$ cat src/rtl/run_sum_acc_if.sv
// rtl/run_sum_acc_if.sv - sample stream and run report bundle for run_sum_acc
interface run_sum_acc_if #(
  parameter int DW = 8,
  parameter int SW = 16,
  parameter int CW = 8
);
  logic          val;
  logic [DW-1:0] data;
  logic          dir;
  logic          strict;
  logic          clr;
  logic [SW-1:0] sum;
  logic [CW-1:0] run_len;
  logic          sat;
  logic          run_end;
  logic [SW-1:0] end_sum;
  logic [CW-1:0] end_len;
  logic [SW-1:0] best_sum;
  logic [CW-1:0] best_len;

  modport master (
    output val, data, dir, strict, clr,
    input  sum, run_len, sat, run_end, end_sum, end_len, best_sum, best_len
  );

  modport slave (
    input  val, data, dir, strict, clr,
    output sum, run_len, sat, run_end, end_sum, end_len, best_sum, best_len
  );
endinterface

$ cat src/rtl/run_sum_acc.sv
// rtl/run_sum_acc.sv - monotonic-run accumulator with saturating sums and best-run tracking
module run_sum_acc #(
  parameter int DW = 8,
  parameter int SW = 16,
  parameter int CW = 8
) (
  input logic         clk,
  input logic         rst_b,
  run_sum_acc_if.slave bus
);
  localparam logic [SW-1:0] SUM_MAX = {SW{1'b1}};
  localparam logic [CW-1:0] LEN_MAX = {CW{1'b1}};

  logic [SW-1:0] sum_q, sum_d;
  logic [CW-1:0] run_len_q, run_len_d;
  logic          sat_q, sat_d;
  logic          run_end_q, run_end_d;
  logic [SW-1:0] end_sum_q, end_sum_d;
  logic [CW-1:0] end_len_q, end_len_d;
  logic [SW-1:0] best_sum_q, best_sum_d;
  logic [CW-1:0] best_len_q, best_len_d;
  logic [DW-1:0] last_q, last_d;
  logic          have_last_q, have_last_d;

  logic          cont;
  logic [SW:0]   sum_ext;
  logic [CW:0]   len_ext;

  always_comb begin
    if (bus.dir == 1'b0) begin
      cont = bus.strict ? (bus.data > last_q) : (bus.data >= last_q);
    end else begin
      cont = bus.strict ? (bus.data < last_q) : (bus.data <= last_q);
    end
  end

  // One extra bit on both adders exposes the carry used for clamping.
  always_comb begin
    sum_ext = {1'b0, sum_q} + {1'b0, SW'(bus.data)};
    len_ext = {1'b0, run_len_q} + {{CW{1'b0}}, 1'b1};
  end

  always_comb begin
    sum_d       = sum_q;
    run_len_d   = run_len_q;
    sat_d       = sat_q;
    run_end_d   = 1'b0;
    end_sum_d   = end_sum_q;
    end_len_d   = end_len_q;
    best_sum_d  = best_sum_q;
    best_len_d  = best_len_q;
    last_d      = last_q;
    have_last_d = have_last_q;

    if (bus.clr) begin
      sum_d       = '0;
      run_len_d   = '0;
      sat_d       = 1'b0;
      have_last_d = 1'b0;
    end else if (bus.val) begin
      last_d      = bus.data;
      have_last_d = 1'b1;
      if (!have_last_q) begin
        sum_d     = SW'(bus.data);
        run_len_d = CW'(1);
        sat_d     = 1'b0;
      end else if (cont) begin
        if (sum_ext[SW]) begin
          sum_d = SUM_MAX;
          sat_d = 1'b1;
        end else begin
          sum_d = sum_ext[SW-1:0];
        end
        if (len_ext[CW]) begin
          run_len_d = LEN_MAX;
          sat_d     = 1'b1;
        end else begin
          run_len_d = len_ext[CW-1:0];
        end
      end else begin
        run_end_d = 1'b1;
        end_sum_d = sum_q;
        end_len_d = run_len_q;
        // Strictly greater only: a tie keeps the earlier run as best.
        if (sum_q > best_sum_q) begin
          best_sum_d = sum_q;
          best_len_d = run_len_q;
        end
        sum_d     = SW'(bus.data);
        run_len_d = CW'(1);
        sat_d     = 1'b0;
      end
    end
  end

  always_ff @(posedge clk) begin
    if (!rst_b) begin
      sum_q       <= '0;
      run_len_q   <= '0;
      sat_q       <= 1'b0;
      run_end_q   <= 1'b0;
      end_sum_q   <= '0;
      end_len_q   <= '0;
      best_sum_q  <= '0;
      best_len_q  <= '0;
      last_q      <= '0;
      have_last_q <= 1'b0;
    end else begin
      sum_q       <= sum_d;
      run_len_q   <= run_len_d;
      sat_q       <= sat_d;
      run_end_q   <= run_end_d;
      end_sum_q   <= end_sum_d;
      end_len_q   <= end_len_d;
      best_sum_q  <= best_sum_d;
      best_len_q  <= best_len_d;
      last_q      <= last_d;
      have_last_q <= have_last_d;
    end
  end

  assign bus.sum      = sum_q;
  assign bus.run_len  = run_len_q;
  assign bus.sat      = sat_q;
  assign bus.run_end  = run_end_q;
  assign bus.end_sum  = end_sum_q;
  assign bus.end_len  = end_len_q;
  assign bus.best_sum = best_sum_q;
  assign bus.best_len = best_len_q;
endmodule

$ cat src/flat_wrapper.sv
// flat-port wrapper written by rule: the top's interface ports become plain ports
module run_sum_acc_flat 
#(
  parameter int DW = 8,
  parameter int SW = 16,
  parameter int CW = 8
)
  (clk, rst_b, bus_val, bus_data, bus_dir, bus_strict, bus_clr, bus_sum, bus_run_len, bus_sat, bus_run_end, bus_end_sum, bus_end_len, bus_best_sum, bus_best_len);
  run_sum_acc_if #(.DW(DW), .SW(SW), .CW(CW)) bus_i ();
  input logic clk;
  input logic rst_b;
  input wire logic [$bits(bus_i.val)-1:0] bus_val;
  input wire logic [$bits(bus_i.data)-1:0] bus_data;
  input wire logic [$bits(bus_i.dir)-1:0] bus_dir;
  input wire logic [$bits(bus_i.strict)-1:0] bus_strict;
  input wire logic [$bits(bus_i.clr)-1:0] bus_clr;
  output wire logic [$bits(bus_i.sum)-1:0] bus_sum;
  output wire logic [$bits(bus_i.run_len)-1:0] bus_run_len;
  output wire logic [$bits(bus_i.sat)-1:0] bus_sat;
  output wire logic [$bits(bus_i.run_end)-1:0] bus_run_end;
  output wire logic [$bits(bus_i.end_sum)-1:0] bus_end_sum;
  output wire logic [$bits(bus_i.end_len)-1:0] bus_end_len;
  output wire logic [$bits(bus_i.best_sum)-1:0] bus_best_sum;
  output wire logic [$bits(bus_i.best_len)-1:0] bus_best_len;
  assign bus_i.val = bus_val;
  assign bus_i.data = bus_data;
  assign bus_i.dir = bus_dir;
  assign bus_i.strict = bus_strict;
  assign bus_i.clr = bus_clr;
  assign bus_sum = bus_i.sum;
  assign bus_run_len = bus_i.run_len;
  assign bus_sat = bus_i.sat;
  assign bus_run_end = bus_i.run_end;
  assign bus_end_sum = bus_i.end_sum;
  assign bus_end_len = bus_i.end_len;
  assign bus_best_sum = bus_i.best_sum;
  assign bus_best_len = bus_i.best_len;
  run_sum_acc #(.DW(DW), .SW(SW), .CW(CW)) u_core (.clk(clk), .rst_b(rst_b), .bus(bus_i));
endmodule
$ cat config.mk
export PLATFORM = sky130hd
export DESIGN_NAME = run_sum_acc_flat
export DESIGN_NICKNAME = d
export VERILOG_FILES = /design/src/rtl/run_sum_acc_if.sv /design/src/rtl/run_sum_acc.sv /design/src/flat_wrapper.sv
export SDC_FILE = /design/constraint.sdc
export NUM_CORES = 1
export LEC_CHECK = 0
export ABC_AREA = 1
export CAP_MARGIN = 0
export CORE_MARGIN = 3
export CORE_UTILIZATION = 52
export DETAILED_ROUTE_END_ITERATION = 7
export PLACE_DENSITY = 0.9
export SYNTH_ARGS = -nofsm -noshare
export SYNTH_HDL_FRONTEND = slang
export SYNTH_SLANG_ARGS = --single-unit
$ cat constraint.sdc
create_clock -name clk -period 2.8 [get_ports clk]
set_input_delay 0.7 -clock clk [delete_from_list [all_inputs] [get_ports clk]]
set_output_delay 0.7 -clock clk [all_outputs]
set_load 0.03 [all_outputs]
==> results by stage <==
Route:
- Summed over all nets, wire length on met2 after detailed routing comes to 6050 um.
- The met1 wire length is 5610 um.
- Signal routing reaches up to met4.
- The detail route stage leaves a number of antenna-violating nets equal to 0.
- For this run, design rule violations remaining after detail routing come to 0.
- The via density per instance is 5.49.
- The number of DRC markers after the initial detailed-route iteration is 315.
- The routed design uses 861 um of met3 wire.
- After detailed routing, the average wire length per cell comes to 14.7 um.
- The routed layout has 4794 vias.
- The wire length reported by the detailed router is 12800 um.
- The first detailed-routing pass ran for 5 iterations.

Logic synthesis:
- The mean area per synthesized cell is 6.88 um2.
- The sequential element share of the synthesized area is 36.5%.
- The async set or reset register ratio after synthesis is 0%.
- The number of distinct library cells after synthesis is 32.
- Synthesis produced a netlist with a net count of 710.
- Synthesis produced a netlist whose cell count is 662.
- The commonest register cell after synthesis is sky130_fd_sc_hd__dfxtp_1.
- The Yosys step of the flow raised 0 warnings.
- The synthesis-stage register bit count is 83.
- The number of flops mapped to enable cells by yosys is 0.
- The cell area after synthesis is 4550 um2.

Min path:
- In this run the worst hold path is classified as reg2reg.

Placed design:
- Port buffering added 87 buffers.
- Prior to clock tree synthesis, the placed netlist has a worst setup slack of -0.155 ns.
- The HPWL after detailed placement is 9410 um.
- Routability-driven placement finished with a final weighted congestion of 0.983.
- Including well taps, the total number of placed cells is 857.

Power:
- IR analysis of the VDD net gives a maximum drop of 300 uV.
- The static leakage is 2.56 nW.
- Dividing total power by cell area gives a power density of 450 nW/um2.

Die:
- After floorplanning, the core was divided into 33 placement rows.
- The die covers 9910 um2.
- The die is 99.6 um tall.
- The width of the chip is 99.6 um.
- The number of top-level pins is 88.
- The initial core utilization is 54.6%.
- The core box area is 8340 um2.

STA:
- The number of hold violations in the final report is 0.
- The worst path needs 2.60 ns of the cycle, external delays included.
- Headroom to the max-slew limit came out at 68.8%.
- The final-report max-slew violation count is 0.
- On the final layout, the worst clock skew is 0.0182 ns.
- Timing would allow up to 385 MHz.
- Setup slack closes at 0.203 ns.
- On the final layout, the worst hold slack is 0.466 ns.
- The slew at the pin closest to its max-slew limit is 0.468 ns.
- Of the available clock period, the critical path in the final layout requires 92.7%.
- Setup repair after global routing left no endpoint under its margin.
- Setup violations remaining at the end of the flow were counted as 0.

Clocking:
- The tree is rooted in a sky130_fd_sc_hd__clkbuf_8.
- Hold repair after CTS inserted 0 buffers.
- TritonCTS built the clock tree.
- The post-CTS setup repair buffer count is 0.
- The post-cts repair resize count is 0.
- The clock insertion delay at the later pin of the skew report is 0.37 ns.
- The number of sinks handled by clock tree synthesis is 83.
- The H-tree depth reported by CTS is 3.
- Clock-pin slew was measured on the worst setup and hold paths at 0.09 ns.
- The number of clock buffers added by TritonCTS is 9.
- The buffer levels on the longest clock path is 2.

Finish:
- Relative to the synthesized area, the layout overhead comes to 30.2%.
- The count of filler cells inserted in the layout is 683.
- The number of inserted diodes is 0.
- The count of cells in the finished layout, fillers not included, comes to 873.
- In the final design database the tool counted 811 nets.
- In the final layout, the share of cells above drive strength 1 is 7.29%.

Critical path:
- By startpoint and endpoint, the worst setup path is classified as in2reg.
- The count of buffer and inverter cells on the critical path is 1.
- The endpoint kind of the worst setup timing path is a register.
- The required time of the critical path is 3.04 ns.
- The most frequent cell on the critical path is sky130_fd_sc_hd__nor2_1.
- The worst path arrival time is 2.83 ns.
- In this run the worst path has a maximum fanout of 5.
- The critical path goes through clkdlybuf4s50_1 -> ha_1 -> fa_1 -> nand2_1 -> nand2_1 -> nand3_1 -> nand2_1 -> nand4_1 -> o21ai_0 -> nor2_1 -> nor2_1 -> nor2_1 -> nor2_1.
- The type of origin of the critical path is an input pin.
- The longest individual stage delay on the worst path is 0.44 ns.
- The kind of cell adding the most delay to the critical path is simple AND/OR/NAND/NOR gates.
- The slowest stage of the critical path belongs to the cell sky130_fd_sc_hd__clkdlybuf4s50_1.

Global route:
- The via count of the first global-routing pass came to 4568.
- Across every metal layer, demand over resource in global routing totals 26.1%.
- The largest net degree at the start of global routing is 34.
- The initial antenna violation count is 0.
- The remaining global-route overflow is 0.
- The global-route wire length before repair is 21100 um.

Job:
- The number of max-cap violations is 0.

Outcome:
- The run finished with clean final reports.
-- path summary, 6_finish.rpt --
kind,startpoint,endpoint,cells past startpoint,slack (ns)
max,bus_data[0],u_core.bus.sum[11],13,0.20
min,u_core.last_q[3],u_core.last_q[3],2,0.47
max reg2reg,u_core.bus.sum[0],u_core.bus.sum[11],12,0.56
min reg2reg,u_core.last_q[3],u_core.last_q[3],2,0.47
-- worst register-to-register path, delay by kind of cell, from the launching register on --
kind | cells | cell delay, ns
and+or+nand+nor | 9 | 0.93
AOI/OAI and AO/OA | 1 | 0.14
adders and majority gates | 2 | 0.66
DFF | 1 | 0.39
-- cells in the mapped netlist, types with 2 or more instances --
master,instances,area [um2]
sky130_fd_sc_hd__nand3b_1,3,22.5
sky130_fd_sc_hd__nand3_1,59,295
sky130_fd_sc_hd__clkbuf_1,12,45.0
sky130_fd_sc_hd__xor2_1,4,35.0
sky130_fd_sc_hd__nor2_1,48,180
sky130_fd_sc_hd__o21ai_1,2,10.0
sky130_fd_sc_hd__o21ai_0,39,195
sky130_fd_sc_hd__nand2_1,161,604
sky130_fd_sc_hd__o21a_1,3,22.5
sky130_fd_sc_hd__dfxtp_1,83,1660
sky130_fd_sc_hd__buf_2,10,50.1
sky130_fd_sc_hd__nor3_1,13,65.1
sky130_fd_sc_hd__buf_6,4,45.0
sky130_fd_sc_hd__inv_1,84,315
sky130_fd_sc_hd__o21bai_1,2,15.0
sky130_fd_sc_hd__ha_1,33,413
sky130_fd_sc_hd__or2_2,2,12.5
sky130_fd_sc_hd__a21oi_1,75,375
sky130_fd_sc_hd__nand4_1,12,75.1
-- cells by family (layout without fill, tap and decap cells) --
| group | Yosys count | after routing | share of synthesized area, % |
|---|---|---|---|
| buf+inv | 114 | 220 | 10.4 |
| simple gates | 303 | 303 | 28.7 |
| compound gates | 124 | 124 | 14.1 |
| fa+ha+maj | 34 | 34 | 9.51 |
| flops | 83 | 83 | 36.5 |
| xor+xnor | 4 | 4 | 0.770 |
-- area by class of cell --
class | instances | area [um2] | area share (%)
inverters | 86 | 323 | 5.45
repair buffers | 118 | 1140 | 19.3
clock inverters | 7 | 128 | 2.15
well taps | 105 | 131 | 2.22
flip-flops and latches | 83 | 1660 | 28.0
clock buffers | 9 | 124 | 2.09
multi-input cells | 465 | 2420 | 40.8
-- power by group --
part,switching [mW],internal [mW]
combinational,0.213,0.142
clock,0.485,0.609
sequential,0.0198,1.20
-- layer usage --
metal / GRT usage, % / up-vias
met3: 4.56 / 39
li1: - / 2357
met2: 42.8 / 188
met5: 0 / -
met4: 9.56 / 0
met1: 34.5 / 2210
-- layout by cell type, fill, tap and decap left out, drive strengths merged --
| master | instances |
|---|---|
| o21bai | 2 |
| nand3b | 3 |
| and3 | 1 |
| clkdlybuf4s50 | 87 |
| nand3 | 61 |
| xor2 | 4 |
| nor3 | 13 |
| fa | 1 |
| a21oi | 76 |
| or2 | 2 |
| o21ai | 41 |
| nor2 | 50 |
| nand4 | 12 |
| a21o | 1 |
| dfxtp | 83 |
| clkinv | 1 |
| buf | 31 |
| ha | 33 |
| bufinv | 3 |
| a211oi | 1 |
| nand2 | 161 |
| o21a | 3 |
| inv | 89 |
| clkbuf | 9 |
-- flip-flops by register name (all words and copies together), names as in the netlist --
register,flops
u_core.bus.sum,16
u_core.bus.run_len,8
u_core.last_q,8
u_core.bus.best_sum,16
u_core.bus.end_sum,16
u_core.bus.run_end,1
u_core.bus.best_len,8
u_core.bus.sat,1
u_core.bus.end_len,8
u_core.have_last_q,1
-- through the flow --
step	total power [mW]	setup TNS (ns)	cell area, um2	utilization, %
floorplan	1.46	0	4550	-
global placement	1.58	-0.721	5670	68.0
finish	2.67	0	5930	71.1
detailed placement	1.60	-3.77	5670	68.0
CTS	2.67	0	5920	71.0
global route	2.77	0	5930	71.1
(Power assumes the default switching activity.)
